[src/rtl/fetch_decode.sv]
// fetch_decode: instruction fetch with a one-entry skid buffer feeding a
// registered decode (ID) stage. A taken redirect flushes the ID stage; a
// request still outstanding at redirect time is drained and its data dropped.
module fetch_decode #(
  parameter logic [31:0] RESET_PC = 32'h0000_0000,
  parameter logic [3:0]  SVPC_OP  = 4'b1111
) (
  input  logic        i_clock,
  input  logic        i_reset_n,
  output logic        o_imem_req,
  output logic [31:0] o_imem_addr,
  input  logic        i_imem_ack,
  input  logic [31:0] i_imem_rdata,
  input  logic        i_stall,
  input  logic        i_redirect,
  input  logic [31:0] i_redirect_pc,
  output logic        o_id_valid,
  output logic [31:0] o_id_pc,
  output logic [3:0]  o_opcode,
  output logic [5:0]  o_rd,
  output logic [5:0]  o_rs,
  output logic [5:0]  o_rt,
  output logic [11:0] o_const,
  output logic        o_Gen
);

  typedef enum logic [1:0] {S_IDLE, S_FETCH, S_DRAIN, S_HOLD} state_t;

  state_t      r_state, w_state_nxt;
  logic [31:0] r_pc, w_pc_nxt;
  logic [31:0] r_target;
  logic        r_skid_valid;
  logic [21:0] r_skid_word;
  logic [31:0] r_skid_pc;

  logic        r_id_valid;
  logic [31:0] r_id_pc;
  logic [3:0]  r_opcode;
  logic [5:0]  r_rd, r_rs, r_rt;
  logic        r_gen;

  logic        w_id_load_mem, w_id_load_skid, w_id_load, w_id_clr;
  logic        w_skid_load, w_skid_clr, w_target_load;
  logic [21:0] w_ld_word;
  logic [31:0] w_ld_pc;
  logic        w_unused;

  // Low instruction bits carry no decode information.
  assign w_unused = &{1'b0, i_imem_rdata[9:0]};

  // State register.
  always_ff @(posedge i_clock or negedge i_reset_n) begin
    if (!i_reset_n) r_state <= S_IDLE;
    else            r_state <= w_state_nxt;
  end

  // Next-state and datapath control; redirect outranks ack and stall.
  always_comb begin
    w_state_nxt    = r_state;
    w_pc_nxt       = r_pc;
    w_id_load_mem  = 1'b0;
    w_id_load_skid = 1'b0;
    w_id_clr       = 1'b0;
    w_skid_load    = 1'b0;
    w_skid_clr     = 1'b0;
    w_target_load  = 1'b0;
    case (r_state)
      S_IDLE: begin
        w_state_nxt = S_FETCH;
        if (i_redirect) w_pc_nxt = i_redirect_pc;
      end
      S_FETCH: begin
        if (i_redirect) begin
          w_id_clr   = 1'b1;
          w_skid_clr = 1'b1;
          if (i_imem_ack) begin
            w_pc_nxt = i_redirect_pc;
          end else begin
            // Request still in flight: keep its address until it is acked.
            w_target_load = 1'b1;
            w_state_nxt   = S_DRAIN;
          end
        end else if (i_imem_ack) begin
          w_pc_nxt = r_pc + 32'd1;
          if (!i_stall || !r_id_valid) begin
            w_id_load_mem = 1'b1;
          end else begin
            w_skid_load = 1'b1;
            w_state_nxt = S_HOLD;
          end
        end else if (!i_stall) begin
          w_id_clr = 1'b1;
        end
      end
      S_DRAIN: begin
        if (i_redirect) w_target_load = 1'b1;
        if (i_imem_ack) begin
          w_state_nxt = S_FETCH;
          w_pc_nxt    = i_redirect ? i_redirect_pc : r_target;
        end
      end
      S_HOLD: begin
        if (i_redirect) begin
          w_id_clr    = 1'b1;
          w_skid_clr  = 1'b1;
          w_pc_nxt    = i_redirect_pc;
          w_state_nxt = S_FETCH;
        end else if (!i_stall) begin
          w_id_load_skid = r_skid_valid;
          w_skid_clr     = 1'b1;
          w_state_nxt    = S_FETCH;
        end
      end
      default: w_state_nxt = S_IDLE;
    endcase
  end

  assign w_id_load = w_id_load_mem | w_id_load_skid;
  assign w_ld_word = w_id_load_skid ? r_skid_word : i_imem_rdata[31:10];
  assign w_ld_pc   = w_id_load_skid ? r_skid_pc   : r_pc;

  // PC, drain target, skid buffer and ID register.
  always_ff @(posedge i_clock or negedge i_reset_n) begin
    if (!i_reset_n) begin
      r_pc         <= RESET_PC;
      r_target     <= '0;
      r_skid_valid <= 1'b0;
      r_skid_word  <= '0;
      r_skid_pc    <= '0;
      r_id_valid   <= 1'b0;
      r_id_pc      <= '0;
      r_opcode     <= '0;
      r_rd         <= '0;
      r_rs         <= '0;
      r_rt         <= '0;
      r_gen        <= 1'b0;
    end else begin
      r_pc <= w_pc_nxt;
      if (w_target_load) r_target <= i_redirect_pc;
      if (w_skid_load) begin
        r_skid_valid <= 1'b1;
        r_skid_word  <= i_imem_rdata[31:10];
        r_skid_pc    <= r_pc;
      end else if (w_skid_clr) begin
        r_skid_valid <= 1'b0;
      end
      if (w_id_clr)       r_id_valid <= 1'b0;
      else if (w_id_load) r_id_valid <= 1'b1;
      if (w_id_load) begin
        r_id_pc  <= w_ld_pc;
        r_opcode <= w_ld_word[21:18];
        r_rd     <= w_ld_word[17:12];
        r_rs     <= w_ld_word[11:6];
        r_rt     <= w_ld_word[5:0];
        r_gen    <= (w_ld_word[21:18] == SVPC_OP);
      end
    end
  end

  assign o_imem_req  = (r_state == S_FETCH) || (r_state == S_DRAIN);
  assign o_imem_addr = r_pc;
  assign o_id_valid  = r_id_valid;
  assign o_id_pc     = r_id_pc;
  assign o_opcode    = r_opcode;
  assign o_rd        = r_rd;
  assign o_rs        = r_rs;
  assign o_rt        = r_rt;
  assign o_const     = {r_rs, r_rt};
  assign o_Gen       = r_gen;

endmodule

[config.mk]
export PLATFORM = sky130hd
export DESIGN_NAME = fetch_decode
export DESIGN_NICKNAME = d
export VERILOG_FILES = /design/src/rtl/fetch_decode.sv
export SDC_FILE = /design/constraint.sdc
export NUM_CORES = 1
export LEC_CHECK = 0
export CORE_ASPECT_RATIO = 0.6
export CORE_UTILIZATION = 45
export DETAILED_ROUTE_END_ITERATION = 12
export PLACE_DENSITY = 0.68
export SLEW_MARGIN = 20
export SYNTH_ARGS = -nofsm -noshare
export SYNTH_HDL_FRONTEND = slang
export SYNTH_SLANG_ARGS = --single-unit
[constraint.sdc]
create_clock -name i_clock -period 6.7 [get_ports i_clock]
set_clock_uncertainty 0.2 [all_clocks]
set_input_delay 0.67 -clock i_clock [delete_from_list [all_inputs] [get_ports i_clock]]
set_output_delay 0.67 -clock i_clock [all_outputs]
set_load 0.05 [all_outputs]
==> results.cfg <==
[run_status]
run_status = complete, no violations

[synthesis]
synth.yosys.warnings = 0
synth_ff_type = dfrtp_1
most_common_cell_in_the_synthesized_netlist = dfrtp_1
netlist_instances = 771
netlist_top_cells_count = 177 x dfrtp_1, 93 x o21ai_0, 89 x mux2_2, 78 x nand2_1, 55 x mux2i_1
post-synth-top-area-fraction_pct = 51.7
yosys.cell_types.count = 61
netlist_area_before_placement_mm2 = 0.00857
async_reset_ff_share_pct = 100
ys_seq_elements = 177
synth_top_cells_by_area = dfrtp_1 52%, mux2_2 12%, mux2i_1 6.4%
synth-edff-count = 0
yosys.area.top_type = dfrtp_1
mappedNetlistNets = 844
syn_avg_cell_area_um2 = 11.1
register_area_share_after_synthesis_pct = 51.7

[power]
highest_ir_drop_seen_on_vdd_mv = 0.227
internal_power_w = 0.00309
power_density_mw_per_mm2 = 524
power_frac_comb_pct = 48.0
leakage_nw = 4.55
share_clk_of_total_power_pct = 18.6
power_switching_share_pct = 45.7
seqPwrFrac_pct = 33.4
switchingPower_w = 0.00260

[setup_path]
endpoint = o_rt[5]$_DFFE_PN0P_
critPathCaptureType = flip-flop
timing.critical_path.slowest_stage_cell = and3_4
crit_path_start = i_redirect
worst_setup_path_start_kind = input pin
rr_worst_depth = 7
worstPathArrival_ps = 3770
worst_ep_required_time_ps = 6800
regToRegEndpoint = r_skid_pc[11]$_DFFE_PN0P_
crit_path_cell_trace = clkdlybuf4s50_1 > inv_1 > and3_4 > a31oi_4 > buf_16 > buf_4 > nand2_1 > o21ai_0
timing.setup.critical_path_class = input pin to flip-flop
worst-r2r-setup-slack_ps = 3310
worst_path_dominant_cell_family = buffers and inverters
crit_cells = 8
worstReg2RegStart = r_state[1]$_DFFE_PN0P_
timing.critical_path.slowest_cell_delay_ps = 960
crit_fanout = 58
worst-path-buf-inv = 4

[floorplan]
die_h_um = 109
starting_density_pct = 46.7
placementRows = 38
design.die.area_mm2 = 0.0196
die-width_um = 180
core_area_mm2 = 0.0184
top_level_ports = 170

[timing]
slew_headroom_pct = 25.9
period_share_pct = 54.7
setup_repair_after_global_routing_missed_its_margin = no
final-setup-viol-count = 0
holdWs_ps = 44.7
tightest_slew_ps = 1110
max_clock_freq_mhz = 273
final-hold-violation-count = 0
finalWorstPathRequiredPeriod_ps = 3670
finalSetupTns_ps = 0
slew_viol_final = 0

[cells_and_area]
drive_above_1_share_pct = 17.0
post_layout_nonfiller_instances = 1147
antenna-diode-count = 0
final_core_util_pct = 59.3
layout.area.seq_mm2 = 0.00443
growth_of_design_area_from_synthesis_to_finish_pct = 26.9
layout_filler_cell_count = 1539
multi_input_area_mm2 = 0.00377
finalNetCount = 967

[placed_design]
io_buffers = 159
place_inst = 1114
detailedPlacementHpwl_mm = 15.0
gp_routability_congestion = 0.827

[global_routing]
grt-ovfl-total = 0
grt_first_pass_wirelength_mm = 34.0
antenna_found_initial = 0
largest_net_degree_at_the_start_of_global_routing = 75
grtUsageTotal_pct = 22.8
number_of_global_route_vias_before_repair = 5774

[run]
cap_violations = 0

[clock_network]
insertion_delay_ps = 430
post_cts_buffers = 0
worst_setup_hold_path_clk_slew_ps = 70
cts_tree = yes
cts_buf_count = 17
cts_root_cell = clkbuf_16
cts-htree-levels = 4
cts.path.max_buffers = 2
cts_num_sinks = 177
cts.hold.buffers_added = 0
cts.repair.resized = 0

[route]
via_per_inst = 5.62
wirelength_mm = 21.7
post_drt_wl_per_cell_um = 18.9
detailedRoute.firstIterationViolations = 657
via_count = 6441
detailedRoute.firstPassIterationCount = 6
ant_nets = 0
detail_route.drc_violations = 0

[min_path]
hold_path.class = input pin to async pin
-- per-stage QoR --
step | setup slack [ps] | cell area (um^2) | total power, W
2_1_floorplan | 4240 | 8570 | 0.00373
3_3_place_gp | 2300 | 10200 | 0.00458
3_5_place_dp | 2240 | 10200 | 0.00464
4_1_cts | 2710 | 10900 | 0.00570
5_1_grt | 2830 | 10900 | 0.00600
6_report | 3030 | 10900 | 0.00570
-- state kept, by name (all words and copies together), names as in the netlist --
register	cells
o_id_pc	32
o_imem_addr	32
r_skid_pc	32
r_target	32
r_skid_word	22
o_rd	6
o_rs	6
o_rt	6
o_opcode	4
r_state	2
o_Gen	1
o_id_valid	1
r_skid_valid	1
-- worst reg2reg max path, stage by stage, from the launching register on --
cell     delay, ps
dfrtp_1        410
inv_1           70
ha_1           600
nor2b_1        260
nand2_1        130
nor2_4         670
buf_4          540
mux2_2         400
-- layout make-up --
| type | instances | area share (%) |
|---|---|---|
| multi-input cells | 514 | 34.7 |
| clock inverters | 15 | 1.78 |
| well taps | 240 | 2.76 |
| flip-flops and latches | 177 | 40.7 |
| repair buffers | 173 | 15.8 |
| clock buffers | 17 | 3.91 |
| inverters | 11 | 0.380 |
-- routing by layer --
| metal | part of all wire (%) | GRT usage [%] |
|---|---|---|
| met2 | 38 | 27.5 |
| met4 | 0.52 | 4.70 |
| met1 | 54 | 38.8 |
| met5 | 0 | 0 |
| met3 | 7.4 | 5.48 |
-- power groups by stage --
| stage | Clock [W] | Combinational, W | Sequential, W |
|---|---|---|---|
| final | 0.00106 | 0.00274 | 0.00190 |
| after global routing | 0.00112 | 0.00291 | 0.00197 |
| after CTS | 0.00108 | 0.00273 | 0.00190 |
| after detailed placement | 0 | 0.00272 | 0.00192 |
| after global placement | 0 | 0.00269 | 0.00190 |
| after floorplan | 0 | 0.00121 | 0.00252 |
-- cell usage in the layout (no fill, tap or decap), types with 13 or more instances in the layout --
cell | Yosys | layout
clkbuf_16 | 0 | 17
nor2_1 | 22 | 22
dfrtp_1 | 177 | 177
o21ai_0 | 93 | 93
buf_4 | 15 | 13
mux2i_1 | 55 | 55
clkdlybuf4s50_1 | 0 | 158
nand2_1 | 78 | 78
a22oi_1 | 19 | 19
a21oi_1 | 15 | 15
mux2_2 | 89 | 89
-- kinds of logic (layout without fill, tap and decap cells) --
family / Yosys count / count (layout) / share of synthesized area (%)
buffers and inverters: 80 / 216 / 4.70
flip-flops: 177 / 177 / 51.7
multiplexers: 144 / 144 / 18.1
adder cells (fa/ha/maj): 4 / 4 / 0.584
AO/OA/AOI/OAI: 197 / 197 / 14.4
AND/OR/NAND/NOR: 169 / 169 / 10.5
-- worst min path at each step --
| stage | start | end | depth (start not counted) |
|---|---|---|---|
| global placement | o_id_pc[8]$_DFFE_PN0P_ | o_id_pc[8]$_DFFE_PN0P_ | 2 |
| finish | i_reset_n | o_id_pc[11]$_DFFE_PN0P_ | 1 |
| CTS | i_reset_n | r_skid_pc[29]$_DFFE_PN0P_ | 1 |
| detailed placement | r_skid_valid$_DFFE_PN0P_ | r_skid_valid$_DFFE_PN0P_ | 1 |
| floorplan | i_reset_n | o_Gen$_DFFE_PN0P_ | 0 |
| global route | i_reset_n | o_id_pc[11]$_DFFE_PN0P_ | 1 |
Power figures use the tool's default switching activity.
